[src/rtl/ps2_pkg.sv]
// Shared PS/2 receiver types: prefix codes, frame FSM states, event record.
package ps2_pkg;

    localparam logic [7:0] PS2_EXT = 8'hE0;
    localparam logic [7:0] PS2_BRK = 8'hF0;

    typedef enum logic [1:0] {
        IDLE,
        DATA,
        PARITY,
        STOP
    } ps2_state_e;

    typedef struct packed {
        logic       ext;
        logic       brk;
        logic [7:0] code;
    } ps2_evt_t;

endpackage

[src/rtl/ps2_fifo_basemod.sv]
// First-word-fall-through FIFO of ps2_evt_t with count, full and sticky overflow.
module ps2_fifo_basemod
    import ps2_pkg::*;
#(
    parameter int DEPTH = 8,
    parameter int CW    = $clog2(DEPTH) + 1
) (
    input  logic          clk_i,
    input  logic          rst_i,
    input  logic          clr_i,
    input  logic          push_i,
    input  ps2_evt_t      din_i,
    input  logic          pop_i,
    output logic          valid_o,
    output ps2_evt_t      dout_o,
    output logic [CW-1:0] count_o,
    output logic          full_o,
    output logic          ovf_o
);

    localparam int AW = $clog2(DEPTH);

    ps2_evt_t        mem_q [DEPTH];
    logic [AW-1:0]   rd_q, rd_d;
    logic [AW-1:0]   wr_q, wr_d;
    logic [CW-1:0]   cnt_q, cnt_d;
    logic            ovf_q, ovf_d;
    logic            full, do_pop, do_push;

    assign full    = (cnt_q == CW'(DEPTH));
    assign do_pop  = pop_i && (cnt_q != '0);
    // A full FIFO still accepts a write when the head leaves in the same cycle.
    assign do_push = push_i && (!full || do_pop);

    always_comb begin
        rd_d  = rd_q;
        wr_d  = wr_q;
        cnt_d = cnt_q;
        ovf_d = ovf_q;
        if (clr_i) begin
            rd_d  = '0;
            wr_d  = '0;
            cnt_d = '0;
            ovf_d = 1'b0;
        end else begin
            if (do_pop)
                rd_d = rd_q + AW'(1);
            if (do_push)
                wr_d = wr_q + AW'(1);
            if (do_push && !do_pop)
                cnt_d = cnt_q + CW'(1);
            else if (do_pop && !do_push)
                cnt_d = cnt_q - CW'(1);
            if (push_i && !do_push)
                ovf_d = 1'b1;
        end
    end

    always_ff @(posedge clk_i or posedge rst_i) begin
        if (rst_i) begin
            rd_q  <= '0;
            wr_q  <= '0;
            cnt_q <= '0;
            ovf_q <= 1'b0;
        end else begin
            rd_q  <= rd_d;
            wr_q  <= wr_d;
            cnt_q <= cnt_d;
            ovf_q <= ovf_d;
        end
    end

    always_ff @(posedge clk_i or posedge rst_i) begin
        if (rst_i) begin
            for (int i = 0; i < DEPTH; i++)
                mem_q[i] <= '0;
        end else if (do_push && !clr_i) begin
            mem_q[wr_q] <= din_i;
        end
    end

    assign valid_o = (cnt_q != '0);
    assign dout_o  = mem_q[rd_q];
    assign count_o = cnt_q;
    assign full_o  = full;
    assign ovf_o   = ovf_q;

endmodule

[src/rtl/ps2_rx_fifomod.sv]
// PS/2 receiver with glitch filter, timeout, E0/F0 decode and event FIFO.
// Parity/stop checking is enabled by defining PS2_PARITY_CHECK_EN.
module ps2_rx_fifomod
    import ps2_pkg::*;
#(
    parameter int FILTER_LEN  = 8,
    parameter int TIMEOUT_CYC = 100000,
    parameter int DEPTH       = 8,
    parameter int CW          = $clog2(DEPTH) + 1
) (
    input  logic          CLOCK,
    input  logic          RESET,
    input  logic          PS2_CLK,
    input  logic          PS2_DAT,
    input  logic          iClear,
    input  logic          iReady,
    output logic          oValid,
    output logic [7:0]    oData,
    output logic          oExt,
    output logic          oBreak,
    output logic [CW-1:0] oCount,
    output logic          oFull,
    output logic          oOvf,
    output logic          oErr
);

    localparam int FW = (FILTER_LEN > 2) ? $clog2(FILTER_LEN) : 1;
    localparam int TW = $clog2(TIMEOUT_CYC);

    logic          clk_s1_q, clk_s2_q, dat_s1_q, dat_s2_q;
    logic          fclk_q;
    logic [FW-1:0] fcnt_q;
    logic          flip, fall;

    ps2_state_e    state_q, state_d;
    logic [2:0]    bit_q, bit_d;
    logic [7:0]    sh_q, sh_d;
    logic          par_q, par_d;
    logic [TW-1:0] tmo_q;
    logic          frame_ok, frame_bad;

    logic          byte_vld_q;
    logic [7:0]    byte_q;
    logic          ext_q, brk_q, err_q;
    logic          push;
    ps2_evt_t      evt, head;

    always_ff @(posedge CLOCK or posedge RESET) begin
        if (RESET) begin
            clk_s1_q <= 1'b1;
            clk_s2_q <= 1'b1;
            dat_s1_q <= 1'b1;
            dat_s2_q <= 1'b1;
        end else begin
            clk_s1_q <= PS2_CLK;
            clk_s2_q <= clk_s1_q;
            dat_s1_q <= PS2_DAT;
            dat_s2_q <= dat_s1_q;
        end
    end

    // Level flips on the FILTER_LEN-th consecutive opposing sample.
    assign flip = (clk_s2_q != fclk_q) && (fcnt_q == FW'(FILTER_LEN - 1));
    assign fall = flip && fclk_q;

    always_ff @(posedge CLOCK or posedge RESET) begin
        if (RESET) begin
            fclk_q <= 1'b1;
            fcnt_q <= '0;
        end else if (clk_s2_q == fclk_q) begin
            fcnt_q <= '0;
        end else if (flip) begin
            fclk_q <= clk_s2_q;
            fcnt_q <= '0;
        end else begin
            fcnt_q <= fcnt_q + FW'(1);
        end
    end

    always_comb begin
        state_d   = state_q;
        bit_d     = bit_q;
        sh_d      = sh_q;
        par_d     = par_q;
        frame_ok  = 1'b0;
        frame_bad = 1'b0;
        if (state_q != IDLE && !fall && tmo_q == TW'(TIMEOUT_CYC - 1)) begin
            state_d   = IDLE;
            frame_bad = 1'b1;
        end else if (fall) begin
            unique case (state_q)
                IDLE: begin
                    if (!dat_s2_q) begin
                        state_d = DATA;
                        bit_d   = '0;
                    end
                end
                DATA: begin
                    sh_d  = {dat_s2_q, sh_q[7:1]};
                    bit_d = bit_q + 3'd1;
                    if (bit_q == 3'd7)
                        state_d = PARITY;
                end
                PARITY: begin
                    par_d   = dat_s2_q;
                    state_d = STOP;
                end
                STOP: begin
                    state_d = IDLE;
`ifdef PS2_PARITY_CHECK_EN
                    if (dat_s2_q && (^{sh_q, par_q}))
                        frame_ok = 1'b1;
                    else
                        frame_bad = 1'b1;
`else
                    frame_ok = 1'b1;
`endif
                end
                default: state_d = IDLE;
            endcase
        end
    end

    always_ff @(posedge CLOCK or posedge RESET) begin
        if (RESET) begin
            state_q <= IDLE;
            bit_q   <= '0;
            sh_q    <= '0;
            par_q   <= 1'b0;
            tmo_q   <= '0;
        end else if (iClear) begin
            state_q <= IDLE;
            bit_q   <= '0;
            tmo_q   <= '0;
        end else begin
            state_q <= state_d;
            bit_q   <= bit_d;
            sh_q    <= sh_d;
            par_q   <= par_d;
            tmo_q   <= (fall || state_q == IDLE) ? '0 : tmo_q + TW'(1);
        end
    end

    assign push = byte_vld_q && (byte_q != PS2_EXT) && (byte_q != PS2_BRK);
    assign evt  = '{ext: ext_q, brk: brk_q, code: byte_q};

    always_ff @(posedge CLOCK or posedge RESET) begin
        if (RESET) begin
            byte_vld_q <= 1'b0;
            byte_q     <= '0;
            ext_q      <= 1'b0;
            brk_q      <= 1'b0;
            err_q      <= 1'b0;
        end else if (iClear) begin
            byte_vld_q <= 1'b0;
            ext_q      <= 1'b0;
            brk_q      <= 1'b0;
            err_q      <= 1'b0;
        end else begin
            byte_vld_q <= frame_ok;
            if (frame_ok)
                byte_q <= sh_q;
            if (frame_bad) begin
                err_q <= 1'b1;
                ext_q <= 1'b0;
                brk_q <= 1'b0;
            end else if (byte_vld_q) begin
                unique case (1'b1)
                    (byte_q == PS2_EXT): ext_q <= 1'b1;
                    (byte_q == PS2_BRK): brk_q <= 1'b1;
                    default: begin
                        ext_q <= 1'b0;
                        brk_q <= 1'b0;
                    end
                endcase
            end
        end
    end

    ps2_fifo_basemod #(
        .DEPTH (DEPTH),
        .CW    (CW)
    ) u_fifo (
        .clk_i   (CLOCK),
        .rst_i   (RESET),
        .clr_i   (iClear),
        .push_i  (push),
        .din_i   (evt),
        .pop_i   (iReady),
        .valid_o (oValid),
        .dout_o  (head),
        .count_o (oCount),
        .full_o  (oFull),
        .ovf_o   (oOvf)
    );

    assign oData  = head.code;
    assign oExt   = head.ext;
    assign oBreak = head.brk;
    assign oErr   = err_q;

endmodule

[config.mk]
export PLATFORM = sky130hd
export DESIGN_NAME = ps2_rx_fifomod
export DESIGN_NICKNAME = d
export VERILOG_FILES = /design/src/rtl/ps2_pkg.sv /design/src/rtl/ps2_fifo_basemod.sv /design/src/rtl/ps2_rx_fifomod.sv
export SDC_FILE = /design/constraint.sdc
export NUM_CORES = 1
export LEC_CHECK = 0
export BUFFER_PORTS_ARGS = -buffer_cell sky130_fd_sc_hd__buf_2
export CORE_MARGIN = 2
export CORE_UTILIZATION = 33
export DETAILED_ROUTE_END_ITERATION = 16
export GPL_ROUTABILITY_DRIVEN = 0
export SLEW_MARGIN = 0
export SYNTH_ARGS = -nofsm -noshare
export SYNTH_HDL_FRONTEND = slang
export SYNTH_SLANG_ARGS = --single-unit
export TNS_END_PERCENT = 30
[constraint.sdc]
create_clock -name CLOCK -period 11.4 [get_ports CLOCK]
set_clock_uncertainty 0.05 [all_clocks]
set_input_delay 2.28 -clock CLOCK [delete_from_list [all_inputs] [get_ports CLOCK]]
set_output_delay 2.28 -clock CLOCK [all_outputs]
set_load 0.05 [all_outputs]
==> metrics <==
top-count cell post-synth dfrtp_1; Final HPWL DP 8260 um; layout net count 522; Clock Path Buffers 2; synthesized net count 499; H-tree depth 4; leading area contributor after synthesis dfrtp_1; Slew headroom 34.7%; required time of the critical path 9.07 ns; multi-input logic area 0.00285 mm2; #FFs+latches synth 141; Main synth FF type dfrtp_1; Cells after Synth 479; Die Span X 145 um; share of layout cells above drive strength 1 37.7%; via count 3,809; Worst Path Arrival 2.27 ns; clock slew at reported path FFs 0.06 ns; Placement Rows 51; EDFF count, synth 0; router iterations before antenna repair 4; Filler Cells Inserted 1,831; Async SR Flop Fraction 100%; Max VDD drop 0.103 mV; number of setup buffers added after CTS 0; crit-path max FO 20; CP startpoint kind register; Setup WS pre-CTS 7.15 ns; period utilization 40.3%; GRT Util Overall 13.3%; register area share after synthesis 54.2%; clock sink count 141; Peak Freq 0.217 GHz; Slowest cell on crit path mux4_2; clock latency at the later pin of the worst-skew pair 0.43 ns; post-route cell area 0.00752 mm2; post-CTS sizing 0; crit-path cells buf_4 -> mux4_2 -> mux2_2 -> buf_2; Yosys warning count 0; max cap viols 0; Root Driver clkbuf_16; top-area cell type share of the netlist area 52.1%; IO buf count 23; Power Dens Cells 164 mW/mm2; Leak Pwr 0.00353 uW; count of cell types in the netlist 46; # diodes 0; CP endpoint kind primary output; Syn Area/Cell 13.6 um2; Max Slew Vio Count 0; Hold/Removal Path Class reg2reg; largest net degree at the start of global routing 92; Final Non-Filler Cells 780; Area Growth Syn to Fin 15.2%; CP Class reg2out; # DRC 0; Worst Tran Pin Value 0.975 ns; Final Hold Viols 0; CTS Buf Count 17; starting density of the core 33.5%; hold_buf cts 0; WL per Instance 16.2 um; Vias/cell 4.88; ANT nets after route 0; first-pass GRT wire length 21,000 um; outcome completed; I/O pins 24; Reg area 0.00353 mm2; Routed WL 12,600 um; die area 0.0209 mm2; fin crit period 4.60 ns; DP Area 0.00693 mm2; GRT overflow 0; setup repair after global routing missed its margin false; Post-Syn Area 0.00653 mm2; Die Ht 145 um; Core Util, Final 38.6%; initial DRC count 168; leading post-synthesis cells by cell area dfrtp_1, mux2_2, mux4_2, ha_1, mux2_4; vias in the first global route 4,010; Post-Place Cells 748; CTS tree yes; CP peak stage delay 0.56 ns; setup ws final 6.80 ns; Commonest cells post-synth dfrtp_1, mux2_2, nor2_1; Setup-failing EPs final 0; initial antenna violation count 0; CORE AREA 0.0195 mm2; Setup Total Neg Slack 0 ns
## critical path: cells and delay by family (launching register included)
kind	cells	cell delay (ns)
buf+inv	2	0.60
flops	1	0.39
mux	2	0.86
## final timing paths
kind,start,to,slack [ns],cells past startpoint
setup / recovery,u_fifo.rd_q[0],oData[4],6.80,4
hold / removal,dat_s1_q,dat_s2_q,0.31,0
setup reg to reg,byte_q[5],u_fifo.count_o[3],8.51,8
hold reg to reg,dat_s1_q,dat_s2_q,0.31,0
max in group asynchronous,RESET,u_fifo.mem_q[51],8.14,3
min in group asynchronous,RESET,tmo_q[1],1.97,2
## sequential cells by signal, indices dropped and copies added (netlist names), 4 cells and up
signal and count:
tmo_q 17, u_fifo.mem_q 80, u_fifo.count_o 4, sh_q 8
byte_q 8
## placed cells by master, fill, tap and decap left out, types with 2 or more instances in the layout
cell type / count
mux2i_1: 2
clkbuf_16: 17
and2_1: 6
nand4_1: 3
mux2_1: 10
clkinv_4: 2
mux2_2: 89
nand2b_1: 2
dfstp_2: 5
and4_1: 3
nand3b_1: 3
mux2_4: 10
nand2_1: 16
nor3_1: 3
nor3_2: 2
and3_1: 2
a21o_1: 3
inv_1: 15
nor2_1: 30
ha_1: 13
o21ai_0: 9
nor4_1: 5
or3_1: 4
inv_6: 5
mux4_2: 20
a21oi_1: 11
or4_1: 2
inv_8: 4
dfrtp_1: 136
xor2_1: 12
buf_4: 5
xnor2_1: 6
clkinvlp_4: 3
buf_2: 23
nand3_1: 17
## where the power goes
| group | switching, uW | internal (uW) | leakage [uW] |
|---|---|---|---|
| registers | 14.2 | 516 | 0.00194 |
| logic | 98.5 | 56.4 | 0.00130 |
| clock network | 235 | 315 | 0.000282 |
| total | 348 | 888 | 0.00353 |
## final cells by class
type / instances / area share, %
Clock inverter: 14 / 2.00
Timing Repair Buffer: 28 / 2.03
Inverter: 16 / 0.865
Tap cell: 265 / 4.41
Clock buffer: 18 / 5.84
Multi-Input combinational cell: 298 / 37.8
Sequential cell: 141 / 47.0
## per-stage QoR
| stage | power, uW | hold slack, ns |
|---|---|---|
| floorplan | 660 | 0.295 |
| global placement | 694 | 0.299 |
| detailed placement | 700 | 0.301 |
| CTS | 1250 | 0.310 |
| global route | 1290 | 0.312 |
| finish | 1240 | 0.310 |
## layer usage
layer,global-route usage [%],part of all wire (%)
met2,22.8,51
met3,3.71,2.9
met1,16.1,44
met4,4.75,1.7
met5,0,0
## logic make-up after synthesis
kind of cell	synth area share (%)
XOR/XNOR	2.42
adder cells (fa/ha/maj)	2.80
flip-flops	54.2
AO/OA/AOI/OAI	2.53
buffers and inverters	2.47
AND/OR/NAND/NOR	9.03
multiplexers	26.6
Note: power is estimated with default switching activity, not from simulation.
